==> src/rtl/dip_note_selector.sv <==
// DIP switch front end: synchronise, debounce and classify eight switches, then
// offer each new note/silence/invalid setting once over a valid/ready handshake.
module dip_note_selector #(
    parameter int DB_CYCLES = 1_000_000
) (
    input  logic       clk,
    input  logic       rst,
    input  logic [7:0] dip_switches,
    output logic [7:0] note_onehot,
    output logic [2:0] note_index,
    output logic       note_invalid,
    output logic       note_valid,
    input  logic       note_ready
);

    localparam int CW = $clog2(DB_CYCLES);

    // Handshake: a payload is transferred on every clk edge where note_valid && note_ready;
    // while note_valid is high the payload outputs are frozen and note_valid never drops
    // before that transfer (except on rst).
    typedef enum logic {
        IDLE,
        OFFER
    } state_t;

    state_t         state;
    logic [7:0]     s1;
    logic [7:0]     s2;
    logic [7:0]     cand;
    logic [CW-1:0]  cnt;
    logic [7:0]     stable;
    logic [8:0]     last_sent;
    logic [3:0]     ones;
    logic [8:0]     payload;
    logic [2:0]     payload_index;

    always_ff @(posedge clk) begin
        if (rst) begin
            s1     <= '0;
            s2     <= '0;
            cand   <= '0;
            cnt    <= '0;
            stable <= '0;
        end else begin
            s1 <= dip_switches;
            s2 <= s1;
            if (s2 != cand) begin
                cand <= s2;
                cnt  <= '0;
            end else if (cnt == CW'(DB_CYCLES - 1)) begin
                stable <= cand;
            end else begin
                cnt <= cnt + 1'b1;
            end
        end
    end

    // Multi-bit settings collapse to a single invalid code so the player never sees chords.
    always_comb begin
        ones = '0;
        for (int i = 0; i < 8; i++) begin
            ones = ones + {3'b000, stable[i]};
        end
        payload = '0;
        if (ones == 4'd1) begin
            payload = {1'b0, stable};
        end else if (ones > 4'd1) begin
            payload = {1'b1, 8'h00};
        end
    end

    always_comb begin
        payload_index = '0;
        for (int i = 0; i < 8; i++) begin
            if (payload[i]) begin
                payload_index = 3'(i);
            end
        end
    end

    always_ff @(posedge clk) begin
        if (rst) begin
            state        <= IDLE;
            last_sent    <= '0;
            note_onehot  <= '0;
            note_index   <= '0;
            note_invalid <= 1'b0;
            note_valid   <= 1'b0;
        end else begin
            case (state)
                IDLE: begin
                    if (payload != last_sent) begin
                        note_onehot  <= payload[7:0];
                        note_index   <= payload_index;
                        note_invalid <= payload[8];
                        note_valid   <= 1'b1;
                        state        <= OFFER;
                    end
                end
                OFFER: begin
                    // Only the value present after acceptance is compared next, so
                    // intermediate settings seen while waiting are dropped.
                    if (note_valid && note_ready) begin
                        last_sent  <= {note_invalid, note_onehot};
                        note_valid <= 1'b0;
                        state      <= IDLE;
                    end
                end
                default: state <= IDLE;
            endcase
        end
    end

endmodule
==> config.mk <==
export PLATFORM = sky130hd
export DESIGN_NAME = dip_note_selector
export DESIGN_NICKNAME = d
export VERILOG_FILES = /design/src/rtl/dip_note_selector.sv
export SDC_FILE = /design/constraint.sdc
export NUM_CORES = 1
export LEC_CHECK = 0
export BUFFER_PORTS_ARGS = -buffer_cell sky130_fd_sc_hd__clkbuf_2
export CAP_MARGIN = 20
export CORE_MARGIN = 10
export CORE_UTILIZATION = 50
export CTS_BUF_LIST = sky130_fd_sc_hd__clkbuf_4 sky130_fd_sc_hd__clkbuf_8
export DETAILED_ROUTE_END_ITERATION = 16
export PLACE_DENSITY = 0.71
export SLEW_MARGIN = 20
export SYNTH_ARGS = -nofsm -noshare
export SYNTH_HDL_FRONTEND = slang
export SYNTH_SLANG_ARGS = --single-unit
==> constraint.sdc <==
create_clock -name clk -period 3.8 [get_ports clk]
set_input_delay 0.19 -clock clk [delete_from_list [all_inputs] [get_ports clk]]
set_output_delay 0.19 -clock clk [all_outputs]
set_load 0.01 [all_outputs]
Word-level counts from Yosys, hierarchy flattened
Index checks and enable logic that the tools add are counted.
- flip-flop bits (word level): 75
- bits of input ports: 11
- output and inout bits: 13
- word-level logic and storage cells: 49
- add/sub/neg operators: 8
- magnitude comparators: 1
- equal/unequal tests: 6
- mux-type cells: 15
- bitwise operators: 2
- reductions and logical operators: 6
- operators by type and width (kind ; count):
    20-bit by 1-bit adder with 20-bit output, second input constant ; 1
    20-bit == test, second input constant ; 1
    3-bit two-way mux ; 6
    9-bit two-way mux ; 2
    4-bit by 1-bit adder with 4-bit output ; 4
    9-bit != test ; 1
    8-bit != test ; 1
    2-bit AND reduction ; 4
    1-bit two-way mux ; 5
    3-bit by 1-bit adder with 4-bit output ; 1
    4-bit by 1-bit == test with 1-bit output, second input constant ; 1
    4-bit by 1-bit greater-than comparator with 1-bit output, second input constant ; 1
    1-bit case mux with 2 select lines ; 2
    2-bit by 1-bit adder with 3-bit output ; 1
    1-bit by 1-bit adder with 2-bit output ; 1
    2-bit by 1-bit != test with 1-bit output, second input constant ; 1
    2-bit != test, second input constant ; 1
    1-bit NOT ; 2
    2-bit OR reduction ; 1
    1-bit logical AND ; 1

Longest topological paths before layout
- word-level depth: 17
- depth in mapped cells: 15
- mapped depth without buffers: 14

Least setup slack after synthesis
OpenSTA, ideal clock, no wires.
- path type: register to register
- start: reg stable[0]
- end: reg note_index[1]
- setup time: 0.072 ns
- arrival: 4.023 ns
- data required time: 3.728 ns
- slack: -0.295 ns
- stages on the path, launching flop included: 16
- path buffers: 1
- period minus slack after synthesis: 4.095 ns
- cell sequence: dfxtp_1 fa_1 inv_1 fa_1 fa_1 inv_1 ha_1 inv_1 fa_1 and4bb_1 a21oi_2 or4_4 a22oi_4 a21o_4 buf_12 mux2i_1
- word-level cells in the longest chain between the ends: 15
- elaborated cells between the ends (all ways): 19
- classes of those cells: add/sub: 7; order compare: 1; eq/ne: 2; mux: 8; reduce/logical: 1
- RTL lines (item ; line ; text):
    start: declaration ; 31 ; logic [7:0] stable;
    start signal: assignment ; 51 ; stable <= cand;
    branches (longest 8 deep; another with 3-bit by 1-bit adder with 4-bit output) ; -- ;
    9-bit two-way mux * ; 65 ; if (ones == 4'd1) begin
    3-bit two-way mux (6 in a row) ; 75 ; if (payload[i]) begin
    end signal: assignment ; 94 ; note_index <= payload_index;
    end: declaration ; 10 ; output logic [2:0] note_index,
Mark *: on every way between the ends.
A chain may end at the register's enable or synchronous reset.

Worst setup path in the final report
- start: reg stable[0]
- end: reg note_onehot[2]
- word-level cells in the longest chain between the ends: 12
- elaborated cells between the ends (all ways): 13
- classes of those cells: add/sub: 7; order compare: 1; eq/ne: 2; mux: 2; reduce/logical: 1
- RTL lines (item ; line ; text):
    1-bit by 1-bit adder with 2-bit output ; 62 ; ones = ones + {3'b000, stable[i]};
    2-bit by 1-bit adder with 3-bit output ; 62 ;
    3-bit by 1-bit adder with 4-bit output ; 62 ;
    4-bit by 1-bit adder with 4-bit output (4 in a row) ; 62 ;
    4-bit by 1-bit greater-than comparator with 1-bit output ; 67 ; end else if (ones > 4'd1) begin
    9-bit two-way mux ; 67 ;
    9-bit two-way mux * ; 65 ;
    9-bit != test ; 92 ; if (payload != last_sent) begin
    2-bit AND reduction (no source line) ; -- ;
    end signal: assignment ; 93 ; note_onehot <= payload[7:0];
    end: declaration ; 9 ; output logic [7:0] note_onehot,
Mark *: on every way between the ends. The rest lies on a longest branch, timed or not.

==> flow_metrics.py <==
metrics = {
    "sta": {
        "period_needed_ns": 4.09,
        "slew_headroom_pct": 28.3,
        "worst_slew_pin_slew_ns": 1.08,
        "skew_ns": 0.00671,
        "maxSlewViolCount": 0,
        "setup_viol": 14,
        "period_share_pct": 108,
        "hold_viol_final": 0,
        "rsz0062_at_grt": "yes",
        "max_freq_mhz": 244,
        "whs_ns": 0.0467,
        "layout_setup_ws_ns": -0.294,
    },
    "detailed_routing": {
        "ant_nets": 0,
        "finalWirelength_mm": 6.45,
        "routed_via_density": 5.21,
        "dr.pass1.iters": 4,
        "drt-initial-drc-count": 89,
        "avgRoutedWirePerCell_um": 13.5,
        "via_count": 2480,
        "drc_errors": 0,
    },
    "yosys": {
        "seq_area_frac_synth_pct": 45.4,
        "syn_inst": 361,
        "synth_ff_type": "dfxtp_1",
        "synth_seq_cells": 75,
        "syn_area_um2": 3310,
        "syn_nets": 380,
        "synthArstFlopShare_pct": 0,
        "postSynthAreaPerCell_um2": 9.17,
        "yosys.cell_types.count": 50,
        "yosysWarnings": 0,
        "synth_edf_count": 0,
    },
    "power": {
        "p_leak_uw": 0.00152,
        "total_power_uw": 1520,
        "vdd_drop_max_uv": 277,
        "p_per_area_nw_per_um2": 402,
    },
    "die": {
        "coreArea_um2": 6390,
        "initial_core_util_pct": 51.8,
        "num_rows": 29,
        "dieHeight_um": 101,
        "dieArea_um2": 10300,
        "die-width_um": 101,
        "pin_count": 24,
    },
    "clock_network": {
        "htreeDepth": 3,
        "cts_sinks": 75,
        "clock_latency_ns": 0.35,
        "clk_pin_slew_ns": 0.08,
        "cts_tree": "built",
        "cts_buffer_depth": 2,
        "cts_made_buffers": 9,
        "clock-root-buffer": "clkbuf_8",
    },
    "critical_path": {
        "critPathLaunchType": "register",
        "rr_worst_depth": 14,
        "cp_max_fo": 7,
        "r2r-end": "note_onehot[2]",
        "crit_end": "note_onehot[2]",
        "required_ns": 4.07,
        "cp.arrival_ns": 4.36,
        "endpoint_kind": "register",
        "crit_type": "reg -> reg",
        "reg2reg_from": "stable[0]",
        "ff2ff_setup_slack_ns": -0.29,
        "cp-startpoint": "stable[0]",
    },
    "layout": {
        "n_fill_cell": 583,
        "insertedDiodeCount": 0,
        "fin_util_pct": 59.3,
        "nets": 413,
        "drive_gt1_share_pct": 17.5,
        "stdcell_area_um2": 3790,
        "area_growth_syn_to_layout_pct": 14.4,
    },
    "global_routing": {
        "grt.busiest_layer": "met2",
        "met2_usage_pct": 21.4,
        "overflow": 0,
        "grt_start_max_net_pins": 57,
        "use_met3_pct": 2.86,
        "grt_pass1_vias": 2410,
        "antenna_found_initial": 0,
        "track_usage_pct": 13.1,
        "grt_pass1_wl_mm": 10.9,
        "met1_usage_pct": 16.0,
    },
    "hold_path": {
        "hold_class": "in -> reg",
    },
    "flow_run": {
        "cap_violations": 0,
    },
    "place": {
        "gp_congestion": 0.785,
        "dp_slack_ns": -0.329,
        "io_buffers": 23,
        "placedInstanceArea_um2": 3530,
        "dp_hpwl_mm": 4.50,
    },
    "status": {
        "violations": "negative setup slack",
        "status": "finished with violations",
    },
}
## how the worst min path moves through the flow
stage | depth (start not counted) | endpoint | from | slack (ns)
finish | 2 | s1[1] | dip_switches[1] | 0.05
global route | 2 | s1[4] | dip_switches[4] | 0.05
CTS | 2 | s1[1] | dip_switches[1] | 0.04
detailed placement | 2 | s1[1] | dip_switches[1] | 0.40
global placement | 2 | s1[0] | dip_switches[0] | 0.40
floorplan | 1 | s1[0] | dip_switches[0] | 0.32
## cells in the mapped netlist, drive strengths merged (10+ instances only)
| cell | number | share of area (%) |
|---|---|---|
| a21oi | 21 | 3.3 |
| clkbuf | 11 | 1.3 |
| mux2i | 12 | 3.6 |
| o21ai | 13 | 2.0 |
| nor2 | 34 | 4.3 |
| inv | 13 | 1.5 |
| nor2b | 25 | 4.7 |
| nand3 | 12 | 2.0 |
| xor2 | 22 | 5.8 |
| xnor2 | 10 | 2.6 |
| nand2 | 44 | 5.0 |
| dfxtp | 75 | 45 |
| nand2b | 12 | 2.3 |
## cell type report
| type | instances | area (um^2) | area share (%) |
|---|---|---|---|
| multi-input cells | 256 | 1680 | 44.5 |
| flip-flops and latches | 75 | 1500 | 39.7 |
| well taps | 77 | 96.3 | 2.54 |
| clock buffers | 10 | 131 | 3.47 |
| repair buffers | 39 | 235 | 6.21 |
| clock inverters | 6 | 88.8 | 2.35 |
| inverters | 13 | 48.8 | 1.29 |
## what timing repair did
| item | in CTS | in global routing |
|---|---|---|
| hold buffers | 0 | 0 |
| resized for setup | 0 | 3 |
| pin swaps | 4 | 3 |
| cloned | 1 | 0 |
| buffers inserted | 0 | 2 |
| setup endpoints to repair | 14 | 14 |
## flip-flops by register name, summed over array words and instances, names as in the netlist, 3 cells and up
signal       count
cnt             20
s1               8
s2               8
stable           8
note_onehot      8
cand             8
note_index       3
last_sent        9
## cell usage in the layout (no fill, tap or decap), types with 3 or more instances in the layout
cell type  count
clkbuf_8       9
nand2_1       44
xnor2_1       10
a31oi_1        3
clkbuf_2      23
mux2i_1       12
nand3_1       11
o21ai_1        8
a21oi_1       20
dfxtp_1       74
nand4_1        4
nor2b_1       25
and3_1         3
nor2_1        33
buf_4         16
xor2_1        22
ha_1           3
o21ai_0        5
inv_1         12
nor3_1         3
fa_1           4
nand2b_1      12
## per-layer routing
layer | share of wire, % | vias to the layer above
li1 | - | 1265
met1 | 46 | 1164
met2 | 49 | 40
met3 | 3.8 | 11
met4 | 1.7 | 0
met5 | 0 | -
## logic make-up (layout without fill, tap and decap cells)
| group | count (synthesis) | after routing | synth area share [%] |
|---|---|---|---|
| AND/OR/NAND/NOR | 156 | 156 | 24.9 |
| XOR/XNOR | 32 | 32 | 8.47 |
| buffers and inverters | 31 | 68 | 4.73 |
| AO/OA/AOI/OAI | 47 | 48 | 8.96 |
| flip-flops | 75 | 75 | 45.4 |
| adder cells (fa/ha/maj) | 8 | 8 | 3.93 |
| multiplexers | 12 | 12 | 3.63 |
## critical path: stages (launching register included)
cell	delay (ns)
dfxtp_2	0.33
fa_1	0.53
inv_1	0.05
fa_1	0.49
fa_1	0.41
inv_1	0.07
ha_2	0.18
inv_2	0.04
fa_1	0.51
and4bb_1	0.25
a21oi_4	0.09
or4_4	0.43
a22oi_4	0.21
a21o_4	0.22
mux2i_1	0.21
## per-stage QoR
stage	setup TNS (ns)	cells
5_1_grt	-5.52	476
3_5_place_dp	-3.85	457
6_report	-3.43	476
3_3_place_gp	-2.34	457
4_1_cts	-3.68	474
2_1_floorplan	-2.11	361
## report_power, final
| part | leakage (uW) | internal (uW) | switching (uW) |
|---|---|---|---|
| clock network | 0.000106 | 378 | 300 |
| registers | 0.000609 | 796 | 5.08 |
| logic | 0.000808 | 17.1 | 26.0 |
| total | 0.00152 | 1190 | 331 |
No activity file was read; power rests on OpenSTA's default activity.
